<file path="config.mk">
export PLATFORM = sky130hd
export DESIGN_NAME = fetch_unit
export DESIGN_NICKNAME = d
export VERILOG_FILES = /design/src/rtl/fetch_unit_pkg.sv /design/src/rtl/fetch_unit_buf.sv /design/src/rtl/fetch_unit.sv
export SDC_FILE = /design/constraint.sdc
export NUM_CORES = 1
export LEC_CHECK = 0
export ABC_AREA = 0
export CAP_MARGIN = 20
export CORE_ASPECT_RATIO = 0.6
export CORE_MARGIN = 2
export CORE_UTILIZATION = 52
export DETAILED_ROUTE_END_ITERATION = 6
export PLACE_DENSITY = 0.79
export REMOVE_ABC_BUFFERS = 1
export SYNTH_ARGS = -nofsm -noshare
export SYNTH_HDL_FRONTEND = slang
export SYNTH_SLANG_ARGS = --single-unit
</file>
<file path="constraint.sdc">
create_clock -name clk_i -period 7.1 [get_ports clk_i]
set_input_delay 1.42 -clock clk_i [delete_from_list [all_inputs] [get_ports clk_i]]
set_output_delay 1.42 -clock clk_i [all_outputs]
set_load 0.005 [all_outputs]
</file>
<file path="src/rtl/fetch_unit_pkg.sv">
// Shared types and constants for the instruction fetch stage.
// Imported by fetch_unit and its output buffer.
package fetch_unit_pkg;

    localparam int unsigned INSTR_BYTES = 4;
    localparam logic [31:0] NOP_INSTR   = 32'h0000_0000;

    typedef enum logic [1:0] {
        S_IDLE,
        S_FETCH,
        S_FULL,
        S_DISCARD
    } fetch_state_e;

    typedef struct packed {
        logic [31:0] pc;
        logic [31:0] instr;
    } fetch_entry_t;

endpackage

</file>
<file path="src/rtl/fetch_unit_buf.sv">
// Two-entry {pc, instr} FIFO between imem and the IF/ID register.
// Invalid entries are kept at zero so the head can drive outputs directly.
module fetch_buf
    import fetch_unit_pkg::*;
(
    input  logic         clk_i,
    input  logic         rst_i,
    input  logic         push,
    input  fetch_entry_t push_data,
    input  logic         pop,
    input  logic         flush,
    output logic         full,
    output logic         empty,
    output fetch_entry_t head
);

    localparam fetch_entry_t EMPTY_ENT = '{pc: 32'h0, instr: NOP_INSTR};

    fetch_entry_t ent_q [2];
    logic [1:0]   vld_q;

    // Shift on pop, fill the first free slot on push, clear on flush.
    always_ff @(posedge clk_i) begin
        if (!rst_i || flush) begin
            ent_q[0] <= EMPTY_ENT;
            ent_q[1] <= EMPTY_ENT;
            vld_q    <= 2'b00;
        end else if (pop && push) begin
            if (vld_q[1]) begin
                ent_q[0] <= ent_q[1];
                ent_q[1] <= push_data;
            end else begin
                ent_q[0] <= push_data;
            end
        end else if (pop) begin
            ent_q[0] <= ent_q[1];
            ent_q[1] <= EMPTY_ENT;
            vld_q    <= {1'b0, vld_q[1]};
        end else if (push) begin
            if (!vld_q[0]) begin
                ent_q[0] <= push_data;
                vld_q[0] <= 1'b1;
            end else begin
                ent_q[1] <= push_data;
                vld_q[1] <= 1'b1;
            end
        end
    end

    assign full  = vld_q[1];
    assign empty = ~vld_q[0];
    assign head  = ent_q[0];

endmodule

</file>
<file path="src/rtl/fetch_unit.sv">
// Instruction fetch stage: owns the PC, issues one imem request at a time,
// buffers two results against stalls and flushes on branch redirect.
module fetch_unit
    import fetch_unit_pkg::*;
#(
    parameter logic [31:0] RESET_PC    = 32'h0000_0000,
    parameter int unsigned INSTR_BYTES = fetch_unit_pkg::INSTR_BYTES
) (
    input  logic        clk_i,
    input  logic        rst_i,
    output logic        imem_req_o,
    output logic [31:0] imem_addr_o,
    input  logic        imem_rvalid_i,
    input  logic [31:0] imem_rdata_i,
    input  logic        stall_i,
    input  logic        redirect_i,
    input  logic [31:0] redirect_pc_i,
    output logic [31:0] pc_o,
    output logic [31:0] instr_o,
    output logic        valid_o
);

    fetch_state_e state_q;
    logic [31:0]  fetch_addr_q;
    logic [31:0]  target_q;

    logic         buf_full;
    logic         buf_empty;
    logic         buf_push;
    logic         buf_pop;
    logic         go_full;
    fetch_entry_t buf_head;
    fetch_entry_t buf_in;

    assign buf_push = (state_q == S_FETCH) & imem_rvalid_i
                    & ~redirect_i & ~buf_full;
    assign buf_pop  = ~buf_empty & ~stall_i;
    assign go_full  = buf_push & ~buf_empty & stall_i;
    assign buf_in   = '{pc: fetch_addr_q, instr: imem_rdata_i};

    fetch_buf u_buf (
        .clk_i     (clk_i),
        .rst_i     (rst_i),
        .push      (buf_push),
        .push_data (buf_in),
        .pop       (buf_pop),
        .flush     (redirect_i),
        .full      (buf_full),
        .empty     (buf_empty),
        .head      (buf_head)
    );

    // Fetch FSM, PC and registered request strobe.
    always_ff @(posedge clk_i) begin
        if (!rst_i) begin
            state_q      <= S_IDLE;
            fetch_addr_q <= RESET_PC;
            target_q     <= RESET_PC;
            imem_req_o   <= 1'b0;
        end else begin
            unique case (state_q)
                S_IDLE: begin
                    if (redirect_i) fetch_addr_q <= redirect_pc_i;
                    state_q    <= S_FETCH;
                    imem_req_o <= 1'b1;
                end
                S_FETCH: begin
                    if (redirect_i) begin
                        if (imem_rvalid_i) begin
                            fetch_addr_q <= redirect_pc_i;
                        end else begin
                            target_q <= redirect_pc_i;
                            state_q  <= S_DISCARD;
                        end
                    end else if (imem_rvalid_i) begin
                        fetch_addr_q <= fetch_addr_q + 32'(INSTR_BYTES);
                        if (go_full) begin
                            state_q    <= S_FULL;
                            imem_req_o <= 1'b0;
                        end
                    end
                end
                S_FULL: begin
                    if (redirect_i) begin
                        fetch_addr_q <= redirect_pc_i;
                        state_q      <= S_FETCH;
                        imem_req_o   <= 1'b1;
                    end else if (!stall_i) begin
                        state_q    <= S_FETCH;
                        imem_req_o <= 1'b1;
                    end
                end
                S_DISCARD: begin
                    if (imem_rvalid_i) begin
                        fetch_addr_q <= redirect_i ? redirect_pc_i : target_q;
                        state_q      <= S_FETCH;
                    end else if (redirect_i) begin
                        target_q <= redirect_pc_i;
                    end
                end
            endcase
        end
    end

    assign imem_addr_o = fetch_addr_q;
    assign pc_o        = buf_head.pc;
    assign instr_o     = buf_head.instr;
    assign valid_o     = ~buf_empty;

endmodule

</file>
# == Yosys cells after proc, flatten, opt, wreduce, memory -nomap -nowiden ==
# Memory sizes are Yosys's and may differ from the RTL's.
# Index checks and enable logic that the tools add are counted.
# totals
romBits,0
mem_bits_rw,128
ff_bits,69
latch_bits,0
output_inout_bits,98
word_cells,116
input_bits,69
n_memories,1
# op_classes
eq_ne,15
shift,0
add_sub_neg,1
n_reduce_logical,15
multipliers,0
n_lt_le_gt_ge,0
bitwise_logic,17
div,0
muxes,61
# memory_table
name,depth,word_bits,read_ports,rd_ports_with_merged_regs,write_ports,line,rtl
u_buf.ent_q,2,64,2,0,2,fetch_unit_buf.sv:19,fetch_entry_t ent_q [2];
# op_table
operator,n
64-bit 2-to-1 mux,7
32-bit 2-to-1 mux,9
32-bit case mux with 3 select lines,1
32-bit case mux with 2 select lines,1
32-bit by 3-bit adder with 32-bit output (second input constant),1
1-bit 2-to-1 mux,32
2-bit 2-to-1 mux,9
2-bit inequality test (second input constant),7
3-bit inequality test (second input constant),4
5-bit AND reduction,2
2-bit case mux with 4 select lines,1
1-bit OR,7
1-bit bitwise AND,6
3-bit AND reduction,2
2-bit nonzero test,3
2-bit == test (second input constant),2
1-bit NOT,4
4-bit AND reduction,1
1-bit case mux with 3 select lines,1
3-bit nonzero test,1
2-bit by 1-bit == test with 1-bit output (second input constant),1
2-bit zero test,1
2-bit by 1-bit inequality test with 1-bit output (second input constant),1
2-bit AND reduction,1
other kinds (4),4

# == Depth between registers and ports, before layout ==
# logic_depth
word_depth,12
mapped_depth,11
mapped_depth_nobuf,8

# == By module ==
# From an unflattened synthesis, not the netlist that was laid out.
# hier_totals
cells_unflattened,1002
hier_area_um2,10329.9
# by_module_without_submodules
mod,cells_each,area_per_inst_um2,instances
fetch_buf,511,6473.7,1
fetch_unit,491,3856.2,1

# == Worst setup path before layout ==
# OpenSTA, ideal clock, no wires.
# synth_path
path_type,input to register
start,input port imem_rvalid_i
end,memory u_buf.ent_q[0][0] (netlist name) (enable)
setup_slack_ns,0.729
arrival_time_ns,5.851
cell_stages,6
t_required_ns,6.579
setup_ns,0.521
path_cell_list,buf_2 > nand3b_1 > nor3_1 > ha_1 > a21oi_1 > a32oi_1
# synth_lines
item,line,rtl
start: declaration,fetch_unit.sv:13,"input logic imem_rvalid_i,"
end: declaration,fetch_unit_buf.sv:19,

==> metrics.sh <==
GRT_MAX_DEGREE=65
FIN_WORST_SKEW_NS=0.0140
SYNTH_FLOP_CELL='edfxtp_1'
REG2REGPATHDEPTH=10
CTSLONGESTPATHBUFFERS=2
AREAGROWTHSYNTHTOFINISH_PCT=19.5
WORST_R2R_ENDPOINT='u_buf.ent_q[0][54]'
HOLD-WORST-SLACK_NS=0.462
CTS-BUFFERS-INSERTED=17
WORSTSETUPENDPOINT='u_buf.ent_q[0][54]'
RD_PLACE_CONGESTION=0.886
ROUTEDWLPERCELL_UM=20.4
WORST_SLEW_PIN_SLEW_NS=1.11
TIMING.CRITICAL_PATH.FANOUT_MAX=36
POST-ROUTE-PERIOD-UTIL=0.708
CTSHTREEMAXLEVEL=4
GLOBAL_ROUTE_WIRE_LENGTH_BEFORE_REPAIR_UM=38200
SYNTHESIS.INSTANCES=902
CRIT_PATH_MAX_INCR_DELAY_NS=0.53
CRITPATHSLOWESTCELL='or3b_2'
FINAL_HOLD_VIOLATION_COUNT=0
R2R_START='state_q[0]'
PATH_CELLS='clkdlybuf4s50_1, buf_4, nand3b_1, buf_4, nor3_1, inv_1, ha_1, or3b_2, a21oi_1, o2bb2ai_1, a32oi_4, buf_4'
MAX-CAP-VIOLATIONS=0
POSTCTSSETUPREPAIRBUFS=0
CRIT_PATH_FREQUENT_CELL='buf_4'
FIRST_PASS_ITERS=6
ACHIEVABLE-FREQUENCY_MHz=199
HOLD_PATH_CLASS='reg -> reg'
VIA_COUNT_OF_THE_FIRST_GLOBAL_ROUTING_PASS=6769
ENDPOINT_KIND='register'
INITIALDRTVIOLATIONCOUNT=1023
SETUP_REPAIR_AFTER_GLOBAL_ROUTING_MISSED_ITS_MARGIN='false'
NUM_VIAS=7492
SMALLEST_SETUP_SLACK_AFTER_LAYOUT_NS=2.07
ANTENNA_FOUND_INITIAL=0
TIMING.CRITICAL_PATH.FROM='imem_rvalid_i'
WORSTSKEWPAIRLATENCY_NS=0.43
ROUTE.ANTENNA.REMAINING_NETS=0
AVGSYNTHCELLAREA_UM2=10.7
TIMING.SLEW.HEADROOM=0.258
YS_SEQ_ELEMENTS=197
YOSYS_WARNINGS=0
GRT_USE_TOTAL=0.250
CRIT_BUF_INV=5
CORE_UM2=18200
POST-PLACE-WS_NS=1.70
YS_SEQ_AREA_FRAC=0.539
TRITONCTS_CLOCK_TREE='yes'
START_UTIL=0.534
MOST-COMMON-LAYOUT-CELLS='clkdlybuf4s50_1 (165), edfxtp_1 (128), nand2_1 (89)'
CRITICAL_PATH_REQUIRED_NS=7.23
MAPPEDNETLISTAREA_UM2=9700
INTERNAL_REG_TO_REG_SETUP_SLACK_NS=3.52
CRITICAL_PATH.TOP_DELAY_FAMILY='buffers and inverters'
SLEW_VIOL_FINAL=0
CTS.ROOT.BUFFER_CELL='clkbuf_16'
DRIVE_ABOVE_1_SHARE=0.0647
FP.DIEH_UM=110
DESIGN.FINAL.NETS=1035
CLOCK_SINK_COUNT=197
VDD_DROP_MAX_mV=0.150
POST_CTS_RESIZE_COUNT=0
DIE_WIDTH_UM=180
DIODES=0
ROUTE.FINAL.WIRE_LENGTH_UM=24800
SETUP.WORST_PATH.START_CLASS='input port'
ROWS=38
NUMPORTBUFFERS=166
VIA_PER_INST=6.17
HALF_PERIMETER_WIRE_LENGTH_AFTER_DETAILED_PLACEMENT_UM=16100
POWER.DENSITY_nW_PER_UM2=228
FINALCRITICALPERIOD_NS=5.03
SETUP-VIOLATIONS-FINAL=0
SYNTH-EDFF-COUNT=128
TIMING_WORST_SETUP_PATH_TYPE='in -> reg'
CTSHOLDBUFFERS=0
DRC=0
OVERALL_DIE_AREA_UM2=19800
NETLIST-CELL-TYPE-COUNT=64
CLK_TRANSITION_REPORTED_PATHS_NS=0.08
CP_NUM_CELLS=12
FINALSETUPTNS_NS=0
CP.ARRIVAL_NS=5.16
POWER.TOTAL_mW=2.65
POSTSYNTH.ASYNCRESETSHARE=0
IO_PINS=167
MOST_COMMON_CELL_AFTER_LAYOUT_FILL_AND_TAPS_ASIDE='clkdlybuf4s50_1'
POWER.STATIC_LEAKAGE_nW=4.10
RUN_STATUS='finished clean'
OVERFLOW=0
## cells in the mapped netlist (8+ instances only)
cell | number | area share
nor2b_1 | 13 | 0.0084
nor2_1 | 17 | 0.0066
a21o_1 | 11 | 0.0085
buf_4 | 64 | 0.050
edfxtp_1 | 128 | 0.40
a21boi_0 | 35 | 0.027
dfxtp_1 | 69 | 0.14
a22o_1 | 63 | 0.057
clkbuf_1 | 42 | 0.016
buf_2 | 29 | 0.015
o22ai_1 | 20 | 0.013
o21ai_0 | 28 | 0.014
inv_1 | 11 | 0.0043
or4_1 | 15 | 0.012
nand2b_1 | 8 | 0.0052
o221ai_1 | 20 | 0.018
nand2_1 | 89 | 0.034
nand3_1 | 15 | 0.0077
o31ai_1 | 12 | 0.0093
a21oi_1 | 35 | 0.018
and2_1 | 66 | 0.043
a31oi_1 | 13 | 0.0084
nand4_1 | 14 | 0.0090
## power breakdown
group	internal [mW]	total [mW]	switching [mW]	leakage (nW)
sequential	1.30	1.37	0.0681	1.95
clock	0.507	0.986	0.478	0.297
combinational	0.153	0.295	0.142	1.85
## metal layers
layer  track usage  up-vias  part of all wire  wire (um)
met4        0.0588        0             0.013        310
met5             0        -                 0          0
met3        0.0523       38              0.12       3060
met2         0.345      481              0.40       9980
li1              -     3425                 -          -
met1         0.395     3548              0.46      11400
## cells by family after synthesis
family | count (synthesis) | share of synthesized area
multiplexers | 7 | 0.00748
adder cells (fa/ha/maj) | 5 | 0.00645
XOR/XNOR | 4 | 0.00361
buffers and inverters | 149 | 0.0872
AO/OA/AOI/OAI | 269 | 0.204
AND/OR/NAND/NOR | 271 | 0.153
flip-flops | 197 | 0.539
## metrics by stage
step,util,instances,area (um2)
after floorplan,-,764,8890
after global placement,0.605,1182,11000
after detailed placement,0.605,1182,11000
after CTS,0.638,1214,11600
after global routing,0.638,1214,11600
final,0.638,1214,11600
## layout make-up
cell class,count,area (um2)
fill,1436,6580
sequential,197,5230
multi-input combinational,556,3670
timing repair buffer,178,1750
clock buffer,17,425
tap,240,300
clock inverter,15,179
inverter,11,41.3
## sequential cells by signal (all words and copies together), names as in the netlist
signal       cells
imem_req_o       1
target_q        32
u_buf.vld_q      2
imem_addr_o     32
state_q          2
u_buf.ent_q    128
## tightest hold or removal path, stage by stage, from the launching register on
cell and delay [ns]:
dfxtp_1 0.31, nand2_1 0.04, a21boi_0 0.06
## worst min path at each step
| stage | start | to | depth (start not counted) |
|---|---|---|---|
| 2_1_floorplan | target_q[5] | target_q[5] | 2 |
| 3_3_place_gp | target_q[5] | target_q[5] | 2 |
| 3_5_place_dp | target_q[7] | target_q[7] | 2 |
| 4_1_cts | target_q[7] | target_q[7] | 2 |
| 5_1_grt | target_q[10] | target_q[10] | 2 |
| 6_report | target_q[7] | target_q[7] | 2 |
Power figures use the tool's default switching activity.
